**src/rtl/panel_loader.sv**
```systemverilog
// panel_loader: drives a front panel's switches and buttons to deposit a program image into memory
// word by word, then loads the start PC, starts the CPU and waits for it to halt.
//
// Each panel action has three phases: set the switches, press the button, release it. Every phase
// lasts HOLD cycles. When a word's address follows the last deposited address, the address load is
// skipped because deposit auto-increments the panel PC.
//
// Ports:
//   clock        system clock; all state changes on the rising edge
//   resetN       asynchronous active-low reset
//   in_valid     image word offered
//   in_ready     loader accepts a word this cycle (high only in idle)
//   in_addr      target memory address
//   in_data      word to deposit
//   in_last      final word of the image
//   run_led      panel "running" lamp
//   sw           panel switches: [11:0] value, [12] run
//   btnl         load-PC button
//   btnd         deposit button
//   busy         sequence in progress (not idle, not done)
//   done         program halted after run (sticky until reset)
//   words_loaded number of completed deposits, saturating at 4096
module panel_loader #(
  parameter int unsigned HOLD     = 10,
  parameter logic [11:0] START_PC = 12'o0200
) (
  input  logic        clock,
  input  logic        resetN,
  input  logic        in_valid,
  output logic        in_ready,
  input  logic [11:0] in_addr,
  input  logic [11:0] in_data,
  input  logic        in_last,
  input  logic        run_led,
  output logic [12:0] sw,
  output logic        btnl,
  output logic        btnd,
  output logic        busy,
  output logic        done,
  output logic [12:0] words_loaded
);

  typedef enum logic [3:0] {
    StIdle, StASet, StAPrs, StARel, StDSet, StDPrs, StDRel,
    StPSet, StPPrs, StPRel, StRun, StDone
  } state_e;

  localparam logic [7:0]  PhaseLast = 8'(HOLD - 1);
  localparam logic [12:0] MaxWords  = 13'd4096;

  state_e      state_q, state_d;
  logic [7:0]  cnt_q, cnt_d;
  logic [11:0] addr_q, addr_d;
  logic [11:0] data_q, data_d;
  logic        last_q, last_d;
  logic [11:0] prev_addr_q, prev_addr_d;
  logic        have_prev_q, have_prev_d;
  logic        seen_q, seen_d;
  logic [12:0] words_q, words_d;

  // Registered outputs, decoded from next-state values.
  logic [12:0] sw_q, sw_d;
  logic        btnl_q, btnl_d;
  logic        btnd_q, btnd_d;
  logic        busy_q, busy_d;
  logic        done_q, done_d;
  logic        ready_q, ready_d;

  logic        phase_end;
  logic        in_phase;
  logic [11:0] next_addr;

  assign phase_end = (cnt_q == PhaseLast);
  assign next_addr = prev_addr_q + 12'd1;  // wraps 7777 -> 0000

  always_comb begin
    in_phase = 1'b0;
    unique case (state_q)
      StASet, StAPrs, StARel, StDSet, StDPrs, StDRel, StPSet, StPPrs, StPRel: in_phase = 1'b1;
      default: in_phase = 1'b0;
    endcase
  end

  // Next-state logic.
  always_comb begin
    state_d     = state_q;
    addr_d      = addr_q;
    data_d      = data_q;
    last_d      = last_q;
    prev_addr_d = prev_addr_q;
    have_prev_d = have_prev_q;
    seen_d      = seen_q;
    words_d     = words_q;
    cnt_d       = 8'd0;

    if (in_phase && !phase_end) begin
      cnt_d = cnt_q + 8'd1;
    end

    case (state_q)
      StIdle: begin
        // in_ready is high exactly in idle, so in_valid alone marks a transfer here.
        if (in_valid) begin
          addr_d  = in_addr;
          data_d  = in_data;
          last_d  = in_last;
          state_d = (have_prev_q && (in_addr == next_addr)) ? StDSet : StASet;
        end
      end
      StASet: if (phase_end) state_d = StAPrs;
      StAPrs: if (phase_end) state_d = StARel;
      StARel: if (phase_end) state_d = StDSet;
      StDSet: if (phase_end) state_d = StDPrs;
      StDPrs: if (phase_end) state_d = StDRel;
      StDRel: begin
        if (phase_end) begin
          words_d     = (words_q == MaxWords) ? words_q : words_q + 13'd1;
          prev_addr_d = addr_q;
          have_prev_d = 1'b1;
          state_d     = last_q ? StPSet : StIdle;
        end
      end
      StPSet: if (phase_end) state_d = StPPrs;
      StPPrs: if (phase_end) state_d = StPRel;
      StPRel: begin
        if (phase_end) begin
          seen_d  = 1'b0;
          state_d = StRun;
        end
      end
      StRun: begin
        // Halt is the first low lamp after it has been seen lit in this run.
        if (run_led) begin
          seen_d = 1'b1;
        end else if (seen_q) begin
          state_d = StDone;
        end
      end
      StDone:  state_d = StDone;
      default: state_d = StIdle;
    endcase
  end

  // Output decode of the state being entered.
  always_comb begin
    sw_d    = 13'd0;
    btnl_d  = 1'b0;
    btnd_d  = 1'b0;
    busy_d  = 1'b1;
    done_d  = 1'b0;
    ready_d = 1'b0;
    case (state_d)
      StIdle: begin
        busy_d  = 1'b0;
        ready_d = 1'b1;
      end
      StASet, StARel: sw_d = {1'b0, addr_d};
      StAPrs: begin
        sw_d   = {1'b0, addr_d};
        btnl_d = 1'b1;
      end
      StDSet, StDRel: sw_d = {1'b0, data_d};
      StDPrs: begin
        sw_d   = {1'b0, data_d};
        btnd_d = 1'b1;
      end
      StPSet, StPRel: sw_d = {1'b0, START_PC};
      StPPrs: begin
        sw_d   = {1'b0, START_PC};
        btnl_d = 1'b1;
      end
      StRun: sw_d = 13'h1000;
      StDone: begin
        busy_d = 1'b0;
        done_d = 1'b1;
      end
      default: ;
    endcase
  end

  always_ff @(posedge clock or negedge resetN) begin
    if (!resetN) begin
      state_q     <= StIdle;
      cnt_q       <= 8'd0;
      addr_q      <= 12'd0;
      data_q      <= 12'd0;
      last_q      <= 1'b0;
      prev_addr_q <= 12'd0;
      have_prev_q <= 1'b0;
      seen_q      <= 1'b0;
      words_q     <= 13'd0;
      sw_q        <= 13'd0;
      btnl_q      <= 1'b0;
      btnd_q      <= 1'b0;
      busy_q      <= 1'b0;
      done_q      <= 1'b0;
      ready_q     <= 1'b1;
    end else begin
      state_q     <= state_d;
      cnt_q       <= cnt_d;
      addr_q      <= addr_d;
      data_q      <= data_d;
      last_q      <= last_d;
      prev_addr_q <= prev_addr_d;
      have_prev_q <= have_prev_d;
      seen_q      <= seen_d;
      words_q     <= words_d;
      sw_q        <= sw_d;
      btnl_q      <= btnl_d;
      btnd_q      <= btnd_d;
      busy_q      <= busy_d;
      done_q      <= done_d;
      ready_q     <= ready_d;
    end
  end

  assign sw           = sw_q;
  assign btnl         = btnl_q;
  assign btnd         = btnd_q;
  assign busy         = busy_q;
  assign done         = done_q;
  assign in_ready     = ready_q;
  assign words_loaded = words_q;

endmodule

```
**config.mk**
```make
export PLATFORM = sky130hd
export DESIGN_NAME = panel_loader
export DESIGN_NICKNAME = d
export VERILOG_FILES = /design/src/rtl/panel_loader.sv
export SDC_FILE = /design/constraint.sdc
export NUM_CORES = 1
export LEC_CHECK = 0
export CORE_MARGIN = 5
export CORE_UTILIZATION = 40
export DETAILED_ROUTE_END_ITERATION = 10
export GPL_TIMING_DRIVEN = 0
export PLACE_DENSITY = 0.65
export SETUP_SLACK_MARGIN = 0.2
export SYNTH_ARGS = -nofsm -noshare
export SYNTH_HDL_FRONTEND = slang
export SYNTH_SLANG_ARGS = --single-unit
```
**constraint.sdc**
```tcl
create_clock -name clock -period 2.8 [get_ports clock]
set_clock_uncertainty 0.2 [all_clocks]
set_input_delay 0.42 -clock clock [delete_from_list [all_inputs] [get_ports clock]]
set_output_delay 0.42 -clock clock [all_outputs]
set_load 0.02 [all_outputs]
```
======== Yosys cells after proc, flatten, opt, wreduce, memory -nomap -nowiden ========
Memory sizes are Yosys's and may differ from the RTL's.
Index checks and enable logic that the tools add are counted.
word-level totals
  flip-flop bits (word level) ............. 82
  ROM bits ................................ 16
  input port bits ......................... 29
  output and inout bits ................... 31
  word-level logic and storage cells ...... 91
  memories ................................ 1
cells by class
  add/subtract/negate cells ............... 3
  equal/unequal tests ..................... 27
  mux-type cells .......................... 29
  bitwise logic cells ..................... 1
  reductions and logical operators ........ 15
memories
  name             words  width  read ports  clocked after memory_dff  write ports  RTL line  source
  (no name shown)  16     1      1           0                         0            78        unique case (state_q)
operators with widths
  cell                   number
  $pmux 13 s4            1
  $mux 12                4
  $mux 4                 12
  $pmux 4 s12            1
  $eq 4x3->1 const B     8
  $eq 4x4->1 const B     8
  $eq 4x2->1 const B     4
  $add 13x1->13 const B  1
  $eq 13x13->1 const B   1
  $add 12x1->12 const B  1
  $eq 12x12->1           1
  $reduce_or 3->1        3
  $add 8x1->8 const B    1
  $eq 4x1->1 const B     2
  $eq 8x4->1 const B     1
  $logic_not 4->1        2
  $mux 8                 1
  $mux 1                 7
  $mux 3                 2
  $reduce_and 3->1       2
  $ne 2x2->1 const B     2
  $reduce_and 2->1       2
  $reduce_or 2->1        2
  $logic_and 1x1->1      2
  4 further kinds        4

======== Longest topological paths before layout ========
Gate-level depths: netlist of run 1.
  depth after elaboration ................. 9
  mapped depth ............................ 11
  mapped depth without buffers ............ 10

======== Worst setup path before layout of run 1 ========
No wires, ideal clock.
  kind .................................... register -> register
  from .................................... register cnt_q[4]
  to ...................................... register sw_q[2], in the netlist sw[2]
  library setup time ...................... 122 ps
  arrival ................................. 2406 ps
  required time ........................... 2478 ps
  path slack .............................. 72 ps
  cell stages (with the launch flop) ...... 10
  buffers on the path ..................... 1
  period minus slack after synthesis ...... 2728 ps
  path through ............................ dfrtp_1 -> or4_4 -> nor3_4 -> nand2_2 -> o2111ai_1 -> or3b_1 -> o21ai_2 -> a211oi_2 -> buf_6 -> a32o_1
on the way
  word-level cells in the longest chain between the ends .. 6
  elaborated cells between the ends (all ways) .. 25
  classes of those cells .................. eq/ne: 11; mux: 11; reduce/logical: 3
RTL lines
  what                                      RTL line  source
  start, declared                           52        logic [7:0] cnt_q, cnt_d;
  start signal, assigned                    200       cnt_q <= cnt_d;
  $eq 8x4->1 *                              73        assign phase_end = (cnt_q == PhaseLast);
  $mux 4, or another cell as far along      126       if (phase_end) begin
  $pmux 4 s12 *                             100       case (state_q)
  $eq 4x4->1, or another cell as far along  152       case (state_d)
  $reduce_or 3->1 (no source line)          --
  $pmux 13 s4 *                             152
  net sw_d[2]                               62        logic [12:0] sw_q, sw_d;
  end signal, assigned                      208       sw_q <= sw_d;
  end, declared                             62
Mark *: on every way through the listed nets, which the timed path passes. The rest lies on a longest branch.
A chain may end at the register's enable or synchronous reset.

======== Worst setup path after layout of run 1 ========
  from .................................... register cnt_q[0]
  to ...................................... register sw_q[2], in the netlist sw[2]
on the way
  word-level cells in the longest chain between the ends .. 6
  elaborated cells between the ends (all ways) .. 25
  classes of those cells .................. eq/ne: 11; mux: 11; reduce/logical: 3
RTL lines
  what                                      RTL line  source
  $eq 8x4->1 *                              73
  $mux 4, or another cell as far along      126
  $pmux 4 s12 *                             100
  net state_d[1]                            51        state_e state_q, state_d;
  $eq 4x4->1, or another cell as far along  152
  $reduce_or 3->1 (no source line)          --
  $pmux 13 s4 *                             152
  net sw_d[2]                               62
Marked as above.

==> results of run 1 <==
-- cells by family after synthesis --
kind of cell	synth area share
AO/OA/AOI/OAI	0.0900
XOR/XNOR	0.0802
adder cells (fa/ha/maj)	0.0164
buffers and inverters	0.0259
flip-flops	0.537
multiplexers	0.0409
AND/OR/NAND/NOR	0.209
-- how the worst max path moves through the flow --
stage	slack, ns	start	to
6_report	-0.02	cnt_q[0]	sw[2]
5_1_grt	-0.14	cnt_q[0]	sw[5]
4_1_cts	-0.10	cnt_q[5]	sw[5]
3_5_place_dp	-0.21	in_addr[10]	sw[7]
3_3_place_gp	-1.83	resetN	data_q[9]
2_1_floorplan	0.16	cnt_q[5]	sw[2]
-- routing by layer --
metal | global-route usage | vias to the layer above | wire length [um]
met5 | 0 | - | 0
met4 | 0.0532 | 0 | 178
met3 | 0.0426 | 17 | 367
met2 | 0.244 | 68 | 4200
met1 | 0.214 | 1472 | 4160
li1 | - | 1440 | -
-- critical path, delay by kind of cell (launching register included) --
kind | cells | cell delay (ns)
buffers and inverters | 3 | 0.48
AOI/OAI and AO/OA | 4 | 1.11
and+or+nand+nor | 3 | 0.34
adders and majority gates | 1 | 0.21
DFF | 1 | 0.42
-- per-stage QoR --
step | power, mW | cell area, sq um
after global placement | 1.29 | 4590
final | 2.14 | 4990
after CTS | 2.17 | 4950
after global routing | 2.22 | 4990
after detailed placement | 1.30 | 4610
after floorplan | 1.22 | 3840
-- layout by cell type (no fill, tap or decap), types with 3 or more instances in the layout --
cell             netlist  routed
nand3_1               14      14
buf_4                  1      13
nor2_1                21      20
clkbuf_1               8       8
nor3_1                 5       5
xnor2_1               20      20
and3_1                 6       6
nor2b_1                4       4
xor2_1                15      15
a21oi_1                5       5
a32o_1                11      10
nand2b_1               4       4
clkbuf_8               0       9
mux2_2                12      12
inv_1                  8       8
clkdlybuf4s50_1        0      58
buf_6                  1       6
o21ai_0                7       7
nor4_1                 4       4
a31oi_1                3       3
nand4_1                7       7
dfrtp_1               81      80
ha_1                   5       4
nand2_1               87      87
clkinvlp_4             0       4
-- area by class of cell --
type                    count  share of cell area
flip-flops and latches     82               0.412
multi-input cells         267               0.347
repair buffers             74               0.144
well taps                 129              0.0324
clock buffers               9              0.0248
plain buffers              14              0.0183
clock inverters             7              0.0156
inverters                   8             0.00602
-- state kept, by name (all words and copies together), names as in the netlist, 4 cells and up --
| name | count |
|---|---|
| sw | 13 |
| words_loaded | 13 |
| addr_q | 12 |
| data_q | 12 |
| prev_addr_q | 12 |
| cnt_q | 8 |
| state_q | 4 |
-- power groups by stage --
stage          Combinational [mW]  Clock (mW)  Sequential [mW]
5_1_grt                     0.100       0.936             1.18
2_1_floorplan              0.0156           0             1.21
3_3_place_gp               0.0872           0             1.21
4_1_cts                    0.0928       0.893             1.18
6_report                   0.0902       0.867             1.18
3_5_place_dp               0.0910           0             1.21
-- what timing repair did --
action	CTS	global route
endpoints found under the hold margin	39	0
setup buffers	9	3
setup endpoints to repair	35	40
resized for setup	15	5
gates cloned	1	0
hold buffers	1	0
pin swaps	8	10
==> impl_metrics.tcl, run 1 <==
set metrics [dict create \
    p_leak_nw 2.28 \
    initial_core_util 0.412 \
    crit_fanout 5 \
    rr_worst_depth 11 \
    wl_per_cell_um 15.1 \
    worstHoldEndpoint "data_q[8]" \
    ff_latch_area_sq_um 2050 \
    p_switching_mw 0.492 \
    fp-row-count 35 \
    holdCritStartpoint "data_q[8]" \
    arrival_ns 2.91 \
    clk_latency_ns 0.35 \
    worst_path_largest_cell_delay_ns 0.42 \
    synthTopCellsByCount "87 x nand2_1, 81 x dfrtp_1, 21 x nor2_1, 20 x xnor2_1, 15 x xor2_1" \
    grt_pass1_vias 3002 \
    required_ns 2.89 \
    p_int_mw 1.65 \
    maxSlewHeadroom 0.631 \
    worst_pin_slew_ns 0.553 \
    io_buffers 59 \
    synth.most_common_cell "nand2_1" \
    antenna_found_initial 0 \
    final_hold_viol_count 0 \
    syn_avg_cell_area_sq_um 10.3 \
    synth_nets 405 \
    rr_startpoint "cnt_q[0]" \
    fp.dieW_um 108 \
    synthDistinctLibCells 50 \
    multi_input_area_sq_um 1730 \
    die_height_um 108 \
    crit_chain "ha_1 > nand2_1 > nor3_4 > buf_4 > and2_4 > a21o_1 > a221oi_4 > inv_1 > a211oi_4 > buf_6 > a32o_1" \
    io_pins 60 \
    diodes 0 \
    fin_ws_ns -0.0181 \
    clockRootBuffer "clkbuf_8" \
    dp_slack_ns -0.214 \
    drv_cap 0 \
    clkPwrFrac 0.405 \
    maxSlewViolCount 0 \
    core_sq_um 9280 \
    wirelength_um 8900 \
    clockBufferDepth 2 \
    synth_top_flop_cell "dfrtp_1" \
    clock.fmax_ghz 0.355 \
    ant_nets 0 \
    worst_setup_path_end_kind "register" \
    critPathKind "register to register" \
    ir_worst_vdd_mv 0.300 \
    p_sw_frac 0.230 \
    via_count 2997 \
    setup_viol 7 \
    outcome "finished with violations" \
    synth_edf_count 0 \
    cts_tree "yes" \
    stdcell_count 590 \
    nFillCells 848 \
    async_flop_share 1.00 \
    rsz0062_at_grt "yes" \
    cts-htree-levels 3 \
    syn2layout_area_growth_pct 30.4 \
    ys_seq_area_frac 0.537 \
    violations "setup timing" \
    first_pass_iters 4 \
    synthesis.area_sq_um 3820 \
    slowest_stage "dfrtp_1" \
    cts_buffers 9 \
    nets 490 \
    place.gp.congestion 0.893 \
    fin_crit_ns 2.82 \
    drc 0 \
    syn_inst 371 \
    holdCritPathClass "register to register" \
    final_util 0.537 \
    gr-total-overflow 0 \
    grt_max_degree 43 \
    cellPowerDensity_nw_per_um2 429 \
    synth_top_area_cell "dfrtp_1" \
    min_delay_path_depth 2 \
    hold_slack_ns 0.282 \
    path_clk_slew_ns 0.09 \
    grt.total_usage 0.158 \
    reg2reg_to "sw[2]" \
    drive_gt1_frac 0.154 \
    dpl.hpwl_um 6420 \
    drt_iter0_drc 131 \
    p_comb_frac 0.042 \
    dp.cells 560 \
    cts.sink_count 82 \
    critPathLaunchType "register" \
    yosysWarnings 0 \
    synth_seq_cells 82 \
    grt_pass1_wl_um 14500 \
    synth.top_cell.area_share 0.530 \
    period_share 1.01 \
    vias_per_cell 5.08 \
    tns_ns -0.0536 \
    dieArea_sq_um 11600 \
    seqPwrFrac 0.553 \
    synth_area_leaders "dfrtp_1 53%, nand2_1 8.5%, xnor2_1 4.6%, mux2_2 3.5%, xor2_1 3.4%" \
    reg2reg_setup_slack_ns -0.02 \
]
Power figures use the tool's default switching activity.
==> run 2: changes to the inputs <==
Settings changed: CORE_UTILIZATION 40 to 48, PLACE_DENSITY 0.65 to 0.75.
==> run 2 against run 1 <==
The run still ends with setup timing left. Global-route usage is 2.5 points higher. Maximum frequency decreased by 1.3%. Worst setup slack worse by 0.038 ns. Via count about the same. Combinational power grew 2%. Critical path depth fell by 1. Final area down 1.2%. Non-clock buffer count shrank 2. Critical path type unchanged.
==> impl_metrics.tcl, run 2 (synthesis results as in run 1) <==
set metrics [dict create \
    outcome "finished with violations" \
    violations "setup timing" \
    clockBufferDepth 2 \
    setup_viol 10 \
    mostFrequentLayoutCells "87 x nand2_1, 80 x dfrtp_1, 58 x clkdlybuf4s50_1" \
    p_leak_nw 2.29 \
    rsz0062_at_grt "yes" \
    antenna_found_initial 0 \
    cts.sink_count 82 \
    syn2layout_area_growth_pct 28.9 \
    worst_setup_path_end_kind "register" \
    ir_worst_vdd_mv 0.296 \
    fin_ws_ns -0.0563 \
    drive_gt1_frac 0.148 \
    final_util 0.638 \
    arrival_ns 2.94 \
    drv_cap 0 \
    first_pass_iters 4 \
    maxSlewViolCount 0 \
    dp.cells 533 \
    fp-row-count 32 \
    core_sq_um 7730 \
    final_common_cell "nand2_1" \
    clk_latency_ns 0.34 \
    diodes 0 \
    die_height_um 99.2 \
    grt.total_usage 0.182 \
    required_ns 2.89 \
    fin_area_sq_um 4930 \
    grt_pass1_wl_um 14400 \
    maxSlewHeadroom 0.650 \
    worst_pin_slew_ns 0.525 \
    cts_tree "yes" \
    fp.dieW_um 99.2 \
    holdCritPathClass "register to register" \
    dr_wl_met2_um 4250 \
    met1_length_um 4040 \
    grt_max_degree 61 \
    via_count 2999 \
    stdcell_count 561 \
    cts-htree-levels 3 \
    nets 488 \
    period_share 1.02 \
    dieArea_sq_um 9850 \
    topRoutingLayerUsed "met4" \
    final_hold_viol_count 0 \
    gr-total-overflow 0 \
    clock.fmax_ghz 0.350 \
    fin_crit_ns 2.86 \
    path_clk_slew_ns 0.09 \
    io_buffers 59 \
    drt_iter0_drc 127 \
    dp_slack_ns -0.244 \
    placedInstanceArea_sq_um 4580 \
    drc 0 \
    wl_per_cell_um 15.6 \
    critPathKind "register to register" \
    wirelength_um 8750 \
    io_pins 60 \
    initial_core_util 0.495 \
    critPathLaunchType "register" \
    place.gp.congestion 0.857 \
    clockRootBuffer "clkbuf_8" \
    met3WireLength_um 364 \
    cts_buffers 9 \
    dpl.hpwl_um 6200 \
    grt_pass1_vias 2916 \
    cellPowerDensity_nw_per_um2 433 \
    ant_nets 0 \
    vias_per_cell 5.35 \
    crit_fanout 6 \
]
-- run 2: area by class of cell --
cell class                      instances  area [sq um]
Clock buffer                            9           124
Sequential cell                        82          2050
Inverter                                8          30.0
Buffer                                 14          77.6
Clock inverter                          7          78.8
Multi-Input combinational cell        267          1720
Timing Repair Buffer                   72           716
Fill cell                             637          2800
Tap cell                              102           128
-- run 2: worst max-delay path, stage by stage, from the launching register on --
cell and delay, ns:
dfrtp_1 0.39, or4_4 0.55, nor3_4 0.25, buf_4 0.17
o31a_1 0.14, o2111ai_2 0.11, or3b_4 0.28, o21ai_4 0.08
a211oi_4 0.32, buf_6 0.17, a32o_2 0.14
-- run 2: timing repair --
| action | 4_1_cts | 5_1_grt |
|---|---|---|
| endpoints found under the hold margin | 21 | 0 |
| endpoints found under the setup margin | 33 | 42 |
| pin swaps | 3 | 4 |
| hold buffers | 1 | 0 |
| resized for setup | 9 | 7 |
| gates cloned | 1 | 0 |
| buffers inserted | 6 | 4 |
-- run 2: final timing paths --
check | startpoint | to | slack, ns | cells after the start
worst min register to register | have_prev_q | have_prev_q | 0.28 | 1
max in group asynchronous | resetN | prev_addr_q[0] | 1.48 | 3
min in group asynchronous | resetN | cnt_q[2] | 0.31 | 2
worst min-delay path | have_prev_q | have_prev_q | 0.28 | 1
worst max-delay path | cnt_q[7] | sw[8] | -0.06 | 10
worst max register to register | cnt_q[7] | sw[8] | -0.06 | 10
-- run 2: power by group --
group	total (mW)	internal (mW)	switching, mW
clock network	0.857	0.420	0.438
logic	0.0919	0.0482	0.0437
registers	1.18	1.18	0
-- run 2: layer usage --
metal  GRT usage  vias to the layer above
met3      0.0337                       12
met1       0.254                     1469
li1            -                     1441
met5           0                        -
met2       0.293                       77
met4      0.0525                        0
-- run 2: per-stage QoR --
stage               hold WS (ns)  total power, mW  TNS, ns
detailed placement         0.140             1.30    -2.98
finish                     0.280             2.13   -0.417
global placement           0.254             1.29  -142.27
CTS                        0.283             2.16   -0.552
floorplan                -0.0756             1.22        0
global route               0.307             2.21    -2.11
